### src/rtl/timer_bank.sv
// timer_bank: multi-channel programmable interval timer.
//
// CHANNELS independent counters share one tick strobe. Each channel has its own
// runtime-written period, periodic/one-shot mode, start/stop control and a
// registered one-cycle terminal-count pulse.
//
// Optional feature macro: TIMER_PRESCALER_EN
//   defined   : an internal prescaler divides tick by PRESCALE; channels advance only
//               on the tick where the prescaler wraps to 0.
//   undefined : tick drives the channels directly; PRESCALE is ignored.
//
// Ports
//   clk           clock
//   rst           synchronous, active-high reset
//   i_tick        global count strobe
//   i_cfg_we      config write strobe
//   i_cfg_ch      channel addressed by the config write
//   i_cfg_period  new period (0 = free-running, never terminal)
//   i_cfg_oneshot 1 = one-shot, 0 = periodic
//   i_start       per-channel start pulse
//   i_stop        per-channel stop pulse (beats start)
//   o_count       packed counts, channel i at [i*WIDTH +: WIDTH]
//   o_tc          registered terminal-count pulse, one cycle
//   o_running     channel is in RUN
//   o_done        sticky: one-shot channel has expired
module timer_bank #(
  parameter int unsigned CHANNELS = 4,
  parameter int unsigned WIDTH    = 16,
  parameter int unsigned PRESCALE = 1
) (
  input  logic                                              clk,
  input  logic                                              rst,
  input  logic                                              i_tick,
  input  logic                                              i_cfg_we,
  input  logic [((CHANNELS > 1) ? $clog2(CHANNELS) : 1)-1:0] i_cfg_ch,
  input  logic [WIDTH-1:0]                                  i_cfg_period,
  input  logic                                              i_cfg_oneshot,
  input  logic [CHANNELS-1:0]                               i_start,
  input  logic [CHANNELS-1:0]                               i_stop,
  output logic [CHANNELS*WIDTH-1:0]                         o_count,
  output logic [CHANNELS-1:0]                               o_tc,
  output logic [CHANNELS-1:0]                               o_running,
  output logic [CHANNELS-1:0]                               o_done
);

  localparam int unsigned CH_W = (CHANNELS > 1) ? $clog2(CHANNELS) : 1;

  typedef enum logic [1:0] {StIdle, StRun, StDone} state_e;

  // Channel advance strobe, after optional prescaling.
  logic w_adv;

`ifdef TIMER_PRESCALER_EN
  localparam int unsigned PRE_W = (PRESCALE > 1) ? $clog2(PRESCALE) : 1;

  logic [PRE_W-1:0] r_pre;
  logic             w_pre_wrap;

  assign w_pre_wrap = (r_pre == PRE_W'(PRESCALE - 1));
  assign w_adv      = i_tick & w_pre_wrap;

  always_ff @(posedge clk) begin
    if (rst) begin
      r_pre <= '0;
    end else if (i_tick) begin
      r_pre <= w_pre_wrap ? '0 : r_pre + PRE_W'(1);
    end
  end
`else
  logic w_prescale_unused;
  assign w_prescale_unused = (PRESCALE != 0);
  assign w_adv             = i_tick;
`endif

  for (genvar c = 0; c < CHANNELS; c++) begin : g_ch
    state_e           r_state, w_state;
    logic [WIDTH-1:0] r_count, w_count;
    logic [WIDTH-1:0] r_period, w_period;
    logic             r_oneshot, w_oneshot;
    logic             r_tc, w_tc;
    logic             w_sel;
    logic             w_term;

    assign w_sel  = i_cfg_we && (i_cfg_ch == CH_W'(c));
    // Period 0 never terminates; the counter simply wraps at 2^WIDTH.
    assign w_term = (r_period != '0) && (r_count >= r_period - WIDTH'(1));

    // Priority: config write, then stop, then start, then normal counting.
    // Any of the first three suppresses a coincident terminal tick.
    always_comb begin
      w_state   = r_state;
      w_count   = r_count;
      w_period  = r_period;
      w_oneshot = r_oneshot;
      w_tc      = 1'b0;
      if (w_sel) begin
        w_period  = i_cfg_period;
        w_oneshot = i_cfg_oneshot;
        w_count   = '0;
        w_state   = (i_start[c] && !i_stop[c]) ? StRun : StIdle;
      end else if (i_stop[c]) begin
        w_state = StIdle;
      end else if (i_start[c]) begin
        w_state = StRun;
        w_count = '0;
      end else begin
        case (r_state)
          StRun: begin
            if (w_adv) begin
              if (w_term) begin
                w_count = '0;
                w_tc    = 1'b1;
                if (r_oneshot) begin
                  w_state = StDone;
                end
              end else begin
                w_count = r_count + WIDTH'(1);
              end
            end
          end
          StDone:  w_count = '0;
          default: ;
        endcase
      end
    end

    always_ff @(posedge clk) begin
      if (rst) begin
        r_state   <= StIdle;
        r_count   <= '0;
        r_period  <= '0;
        r_oneshot <= 1'b0;
        r_tc      <= 1'b0;
      end else begin
        r_state   <= w_state;
        r_count   <= w_count;
        r_period  <= w_period;
        r_oneshot <= w_oneshot;
        r_tc      <= w_tc;
      end
    end

    assign o_count[c*WIDTH +: WIDTH] = r_count;
    assign o_tc[c]                   = r_tc;
    assign o_running[c]              = (r_state == StRun);
    assign o_done[c]                 = (r_state == StDone);
  end

endmodule
### config.mk
export PLATFORM = sky130hd
export DESIGN_NAME = timer_bank
export DESIGN_NICKNAME = d
export VERILOG_FILES = /design/src/rtl/timer_bank.sv
export SDC_FILE = /design/constraint.sdc
export NUM_CORES = 1
export LEC_CHECK = 0
export CORE_MARGIN = 5
export CORE_UTILIZATION = 51
export DETAILED_ROUTE_END_ITERATION = 8
export PLACE_DENSITY_LB_ADDON = 0.1
export REMOVE_ABC_BUFFERS = 1
export SLEW_MARGIN = 10
export SYNTH_ARGS = -nofsm -noshare
export SYNTH_HDL_FRONTEND = slang
export SYNTH_SLANG_ARGS = --single-unit
### constraint.sdc
create_clock -name clk -period 3.5 [get_ports clk]
set_input_delay 0.525 -clock clk [delete_from_list [all_inputs] [get_ports clk]]
set_output_delay 0.525 -clock clk [all_outputs]
set_load 0.005 [all_outputs]
==> flow_summary_export.csv, run 1 <==
group,metric,value,unit
timing,clock-skew-final,13.46,ps
worst_setup_path,startpoint_type,"register",
timing,setup_violations,0,
floorplan,core,16640,um^2
worst_setup_path,setup.worst_path.start,"g_ch[3].r_period[2]",
placement,dp.cells,1409,
placement,portBuffers,106,
logic_synthesis,synth_cells,1105,
floorplan,initial_core_util,52.22,%
timing,hold_viol,0,
worst_setup_path,critPathCaptureType,"register",
final_layout,multiInputGateArea,5640,um^2
power_and_ir_drop,switching_share,26.50,%
power_and_ir_drop,power.internal,3.075,mW
clock_network,clk_pin_slew,60,ps
route,drc,0,
floorplan,top_level_ports,107,
timing,max_freq,296.9,MHz
floorplan,die_y,140.5,um
floorplan,dieArea,19750,um^2
global_route,grt_pass1_wl,36190,um
route,post_drt_wl_per_cell,15.25,um
logic_synthesis,netlist_area,8691,um^2
timing,period_share,96.23,%
worst_setup_path,required,3880,ps
route,routed_wl,22020,um
global_route,grtUsageTotal,21.91,%
route,drt_pre_antenna_iters,5,
timing,maxSlewHeadroom,51.69,%
power_and_ir_drop,pwr-share-comb,15.0,%
timing,tightestPinTransition,715.3,ps
logic_synthesis,ys_seq_elements,144,
timing,final_max_slew_viol_count,0,
global_route,grt_start_max_net_pins,34,
logic_synthesis,post_synth_num_cell_types,59,
placement,gp_congestion,0.8174,
final_layout,nets,1319,
job,max_cap_viol_count,0,
clock_network,clkLatencyLatePin,440,ps
clock_network,cts_tree,"built",
logic_synthesis,synth_edf_count,0,
worst_setup_path,crit_fanout,5,
power_and_ir_drop,finalPower,4.184,mW
global_route,grt_pass1_vias,7413,
worst_setup_path,reg2reg_from,"g_ch[3].r_period[2]",
power_and_ir_drop,leakage,4.364,nW
worst_setup_path,worstPathArrival,3740,ps
final_layout,fillers,1481,
global_route,antenna_found_initial,0,
logic_synthesis,synth_flop_cell,"dfxtp_1",
placement,hpwlAfterDp,16000,um
clock_network,cts_buffers,17,
logic_synthesis,synth_area_per_cell,7.865,um^2
clock_network,cts.htree.levels,4,
route,avgViaCountPerCell,5.618,
clock_network,clock_path_buffers,2,
route,drt_iter0_drc,508,
timing,whs,478.4,ps
floorplan,row_count,47,
final_layout,instances_no_fill,1444,
power_and_ir_drop,power_density,389.6,nW/um^2
route,via_count,8112,
timing,grt_setup_unrepaired,"yes",
power_and_ir_drop,pwr-share-clk,44.2,%
route,drtAntennaViolNets,0,
worst_setup_path,crit_type,"reg2reg",
placement,place_area,10020,um^2
final_layout,drive_above_1_share,7.026,%
floorplan,die_x,140.5,um
logic_synthesis,ys_seq_area_share,33.17,%
global_route,grt_overflow,0,
power_and_ir_drop,ir_drop,383.0,uV
final_layout,antenna_cells,0,
logic_synthesis,yosysWarningCount,0,
logic_synthesis,synth-async-reset-ratio,0,%
clock_network,clock-sinks,144,
clock_network,hold_buffers,0,
run_status,run_status,"finished clean",
power_and_ir_drop,p_sw,1.109,mW
final_layout,finish.instance_area,10740,um^2
final_layout,areaGrowthSynthToFinish,23.57,%
hold_path,hold_start,"g_ch[0].r_oneshot",
power_and_ir_drop,p_seq_share,40.8,%
final_layout,ff_latch_area,2884,um^2
hold_path,hold_path.class,"reg2reg",
clock_network,ctsRootBufferMaster,"clkbuf_16",
timing,post-route-min-period,3368,ps
worst paths after layout:
path	cells after the start	endpoint	slack, ps
worst max-delay path	13	g_ch[3].r_count[12]	130
worst min-delay path	2	g_ch[0].r_oneshot	480
worst max register to register	13	g_ch[3].r_count[12]	130
worst min register to register	2	g_ch[0].r_oneshot	480
per-stage QoR:
stage / utilization [%] / setup TNS (ps) / setup WS [ps]
floorplan: - / -83.52 / -83.52
global placement: 60.19 / 0 / 119.5
detailed placement: 60.19 / 0 / 3.181
global route: 64.53 / -560.5 / -125.2
finish: 64.53 / 0 / 132.1
CTS: 63.76 / 0 / 2.836
worst max-delay path, stage by stage (launching register included):
cell,delay (ps)
dfxtp_1,340
or4_4,570
nor3_4,230
buf_4,160
nand2_1,90
nor3_2,160
xnor2_1,140
ha_1,270
a21oi_1,150
o21ai_0,100
nor3_2,340
a31oi_4,160
or4_1,520
nand3_1,90
Yosys cell counts, types with 2 or more instances:
library cell	number	area, um^2
nor3b_1	3	22.52
a211o_1	2	17.52
nand2b_1	12	75.07
or3_1	6	37.54
nand2_1	233	874.6
o41ai_1	2	17.52
xor2_1	53	464.2
a21oi_1	100	500.5
nor2b_1	16	100.1
or4_1	3	22.52
a21o_1	13	97.59
dfxtp_1	144	2883
and4_1	11	96.34
o31a_1	3	26.28
inv_1	22	82.58
a41oi_1	2	17.52
nor4b_1	3	26.28
nor4_1	18	112.6
nand3_1	37	185.2
nand4b_1	3	26.28
and2_1	14	87.58
and3_1	18	112.6
a32o_1	2	20.02
a221o_1	2	20.02
and3b_1	4	35.03
nand3b_1	5	37.54
ha_1	76	950.9
xnor2_1	38	332.8
o21a_1	5	37.54
o221ai_1	12	105.1
nand4_1	23	143.9
a2111oi_0	3	26.28
buf_2	2	10.01
buf_4	4	30.03
clkbuf_1	36	135.1
o21ai_0	27	135.1
a22oi_1	3	22.52
a211oi_1	7	52.55
nor2_1	68	255.2
buf_1	4	15.01
nor3_1	46	230.2
or2_2	3	18.77
state kept, by name, indices dropped and copies added (netlist names):
register        cells
g_ch.r_tc           4
g_ch.r_oneshot      4
g_ch.r_count       64
g_ch.r_state        8
g_ch.r_period      64
repair_timing:
action,4_1_cts,5_1_grt
gates resized for setup,1,25
buffers inserted,0,3
pin swaps,0,7
hold endpoints to repair,0,0
cloned,0,1
endpoints found under the setup margin,1,65
cells in the final DEF, fill, tap and decap left out, types with 5 or more instances in the layout:
| master | count |
|---|---|
| o221ai_1 | 12 |
| xor2_1 | 53 |
| a21oi_1 | 98 |
| nand4_1 | 23 |
| nand3_1 | 37 |
| dfxtp_1 | 143 |
| ha_1 | 75 |
| nand3b_1 | 5 |
| a211oi_1 | 7 |
| o21ai_0 | 25 |
| o21a_1 | 5 |
| nor2b_1 | 16 |
| nor4_1 | 15 |
| nand2b_1 | 12 |
| a21o_1 | 13 |
| clkdlybuf4s50_1 | 105 |
| and4_1 | 11 |
| clkbuf_16 | 17 |
| and2_1 | 14 |
| nor3_1 | 42 |
| nor2_1 | 66 |
| buf_4 | 26 |
| inv_1 | 22 |
| and3_1 | 16 |
| or3_1 | 5 |
| nand2_1 | 233 |
| xnor2_1 | 38 |
metal layers:
layer | vias up | global-route usage [%] | wire length (um)
li1 | 4107 | - | -
met1 | 3784 | 30.23 | 10370
met2 | 192 | 35.01 | 10120
met3 | 29 | 4.158 | 1197
met4 | 0 | 6.221 | 333
met5 | - | 0 | 0
power groups by stage:
stage	combinational (mW)	clock [mW]	sequential [mW]
finish	0.628	1.85	1.71
global route	0.717	1.95	1.71
CTS	0.618	1.87	1.71
detailed placement	0.611	0	1.74
global placement	0.600	0	1.74
floorplan	0.413	0	1.73
logic make-up after synthesis:
group	Yosys count	share of synthesized area (%)
adders and majority gates	76	10.94
buffers and inverters	68	3.138
xor gates and xnor gates	91	9.171
and+or+nand+nor	531	29.41
DFF	144	33.17
AOI/OAI and AO/OA	195	14.17
final cells by class:
| cell class | instances | share of cell area (%) |
|---|---|---|
| Clock buffer | 22 | 4.229 |
| Inverter | 22 | 0.7690 |
| Sequential cell | 144 | 26.86 |
| Clock inverter | 9 | 1.258 |
| Tap cell | 220 | 2.563 |
| Multi-Input combinational cell | 893 | 52.52 |
| Timing Repair Buffer | 134 | 11.80 |
Power figures use the tool's default switching activity.
==> run 2, diff against run 1 <==
ABC_AREA = 1   (was default)
CORE_UTILIZATION = 57   (was 51)
RECOVER_POWER = 100   (was default)
clock period = 3.55 ns   (was 3.5 ns; I/O delays follow)
==> flow_summary_export.csv, run 2 <==
group,metric,value,unit
timing,final_max_slew_viol_count,0,
worst_setup_path,critPathCaptureType,"register",
global_route,grt_pass1_wl,38970,um
route,drc,0,
worst_setup_path,r2r-end,"g_ch[2].r_count[6]",
clock_network,cts_setup_buffers,0,
power_and_ir_drop,ir_drop,387.5,uV
worst_setup_path,r2r_slack,490,ps
logic_synthesis,synth_area_per_cell,7.049,um^2
floorplan,die_x,138.1,um
job,max_cap_viol_count,0,
logic_synthesis,ys_seq_area_share,30.82,%
global_route,grt_start_max_net_pins,32,
route,drt-met1-wl,10350,um
floorplan,core,16000,um^2
clock_network,clock-sinks,144,
logic_synthesis,yosysWarningCount,0,
worst_setup_path,crit_type,"in2reg",
clock_network,hold_buffers,0,
timing,max_freq,310.8,MHz
final_layout,final_common_cell,"nand2_1",
hold_path,min_to,"g_ch[3].r_oneshot",
worst_setup_path,reg2reg_depth,20,
timing,hold_viol,0,
route,drtAntennaViolNets,0,
power_and_ir_drop,power_density,406.2,nW/um^2
timing,setup_violations,0,
floorplan,initial_core_util,58.46,%
logic_synthesis,yosys-top-cells-count,"nand2_1 (218), inv_1 (172), nor2_1 (172), dfxtp_1 (144), a21oi_1 (104)",
logic_synthesis,synth_top_area_share,30.82,%
clock_network,ctsResizeCount,0,
final_layout,areaGrowthSynthToFinish,19.42,%
timing,clock-skew-final,8.257,ps
logic_synthesis,synth_flop_cell,"dfxtp_1",
floorplan,top_level_ports,107,
power_and_ir_drop,p_sw,1.256,mW
worst_setup_path,startpoint_type,"input pin",
route,via_count,8780,
timing,tightestPinTransition,842.4,ps
logic_synthesis,yosysTopAreaCell,"dfxtp_1",
route,avgViaCountPerCell,5.305,
final_layout,top_regs,"g_ch.r_count x64, g_ch.r_period x64, g_ch.r_state x8",
hold_path,holdPathStages,2,
floorplan,dieArea,19070,um^2
power_and_ir_drop,switching_share,27.68,%
final_layout,multiInputGateArea,5557,um^2
logic_synthesis,ys_seq_elements,144,
power_and_ir_drop,pwr-share-clk,44.8,%
logic_synthesis,netlist_area,9354,um^2
global_route,antenna_found_initial,0,
run_status,run_status,"finished clean",
worst_setup_path,crit_fanout,31,
worst_setup_path,worstPathArrival,3500,ps
global_route,grtUsageTotal,24.00,%
placement,preCtsSetupSlack,652.0,ps
clock_network,clk_pin_slew,60,ps
power_and_ir_drop,p_seq_share,37.7,%
hold_path,hold_path.class,"reg2reg",
timing,post-route-min-period,3218,ps
final_layout,fillers,1428,
clock_network,ctsRootBufferMaster,"clkbuf_16",
logic_synthesis,synth-async-reset-ratio,0,%
logic_synthesis,synth_most_common_cell,"nand2_1",
placement,portBuffers,106,
floorplan,die_y,138.1,um
clock_network,cts_tree,"built",
placement,gp_congestion,0.8917,
final_layout,antenna_cells,0,
global_route,grt_pass1_vias,8161,
logic_synthesis,synth_cells,1327,
logic_synthesis,synthTopCellsByArea,"dfxtp_1 (31%), ha_1 (10%), nand2_1 (8.7%), inv_1 (6.9%), nor2_1 (6.9%)",
worst_setup_path,required,3830,ps
power_and_ir_drop,pwr-share-comb,17.5,%
worst_setup_path,reg2reg_from,"g_ch[2].r_period[3]",
final_layout,drive_above_1_share,7.992,%
route,highest_layer,"met4",
route,routed_wl,23220,um
logic_synthesis,post_synth_num_cell_types,45,
final_layout,ff_latch_area,2883,um^2
power_and_ir_drop,leakage,5.090,nW
clock_network,cts_buffers,17,
power_and_ir_drop,power.internal,3.281,mW
logic_synthesis,synth_edf_count,0,
final_layout,nets,1533,
route,drt_pre_antenna_iters,5,
route,post_drt_wl_per_cell,14.03,um
clock_network,cts.htree.levels,4,
timing,maxSlewHeadroom,43.49,%
route,drt_iter0_drc,566,
timing,layout_setup_ws,332.4,ps
timing,grt_setup_unrepaired,"no",
route,met2_wirelength,11100,um
hold_path,hold_start,"g_ch[3].r_oneshot",
global_route,grt_overflow,0,
final_layout,layout_common_cells,"nand2_1 (222), nor2_1 (175), inv_1 (172), dfxtp_1 (144), a21oi_1 (104)",
timing,tns,0,ps
route,wl_met3,1257,um
timing,period_share,90.64,%
floorplan,row_count,46,
clock_network,clkLatencyLatePin,430,ps
placement,hpwlAfterDp,17390,um
clock_network,clock_path_buffers,2,
[run 2: stage by stage]
step	utilization, %	hold WS (ps)	total power, mW	cells	area [um^2]
final	69.82	458.7	4.537	1655	11170
after global routing	69.82	474.7	4.754	1655	11170
after CTS	70.15	456.0	4.567	1655	11220
after detailed placement	65.98	446.7	2.537	1623	10560
after global placement	65.98	443.4	2.518	1623	10560
after floorplan	-	432.1	2.307	1291	9151
[run 2: how the worst max path moves through the flow]
| stage | cells after the start | from | endpoint | slack (ps) |
|---|---|---|---|---|
| 3_5_place_dp | 18 | g_ch[3].r_period[0] | g_ch[3].r_count[0] | 650 |
| 5_1_grt | 18 | g_ch[3].r_period[2] | g_ch[3].r_count[4] | 110 |
| 2_1_floorplan | 18 | g_ch[3].r_period[0] | g_ch[3].r_count[0] | 980 |
| 6_report | 6 | rst | g_ch[2].r_period[7] | 330 |
| 4_1_cts | 18 | g_ch[3].r_period[2] | g_ch[3].r_count[0] | 560 |
| 3_3_place_gp | 18 | g_ch[3].r_period[0] | g_ch[3].r_count[3] | 760 |
[run 2: critical path, cell delays in order]
cell and delay, ps:
dlygate4sd3_1 520, clkbuf_1 640, clkinv_1 930, clkbuf_2 560
o21ai_0 230, a21oi_1 70
[run 2: final cells by class]
| type | count | share of cell area, % |
|---|---|---|
| clock buffer | 17 | 3.808 |
| clock inverter | 15 | 2.162 |
| inverter | 181 | 6.082 |
| multi-input combinational | 966 | 49.74 |
| sequential | 144 | 25.81 |
| tap | 216 | 2.419 |
| timing repair buffer | 116 | 9.980 |
[run 2: per-layer routing]
metal	track usage, %	up-vias
met2	40.90	239
met5	0	-
li1	-	4513
met3	4.276	48
met1	31.38	3980
met4	6.552	0
[run 2: logic make-up (layout without fill, tap and decap cells)]
| logic type | Yosys count | in the layout | share of synthesized area, % |
|---|---|---|---|
| xor+xnor | 78 | 78 | 7.303 |
| compound gates | 217 | 217 | 12.28 |
| fa+ha+maj | 76 | 76 | 10.17 |
| buf+inv | 217 | 329 | 9.430 |
| flops | 144 | 144 | 30.82 |
| simple gates | 595 | 595 | 30.00 |
[run 2: power groups by stage]
stage	logic [mW]	registers, mW	clock network [mW]
finish	0.794	1.71	2.03
global route	0.915	1.72	2.12
CTS	0.805	1.71	2.05
detailed placement	0.792	1.75	0
global placement	0.774	1.74	0
floorplan	0.572	1.74	0
==> run 3, diff against run 2 <==
CAP_MARGIN = 20   (was default)
==> results of run 3 <==
The final DEF is identical to that of run 2; final timing and power are the same.
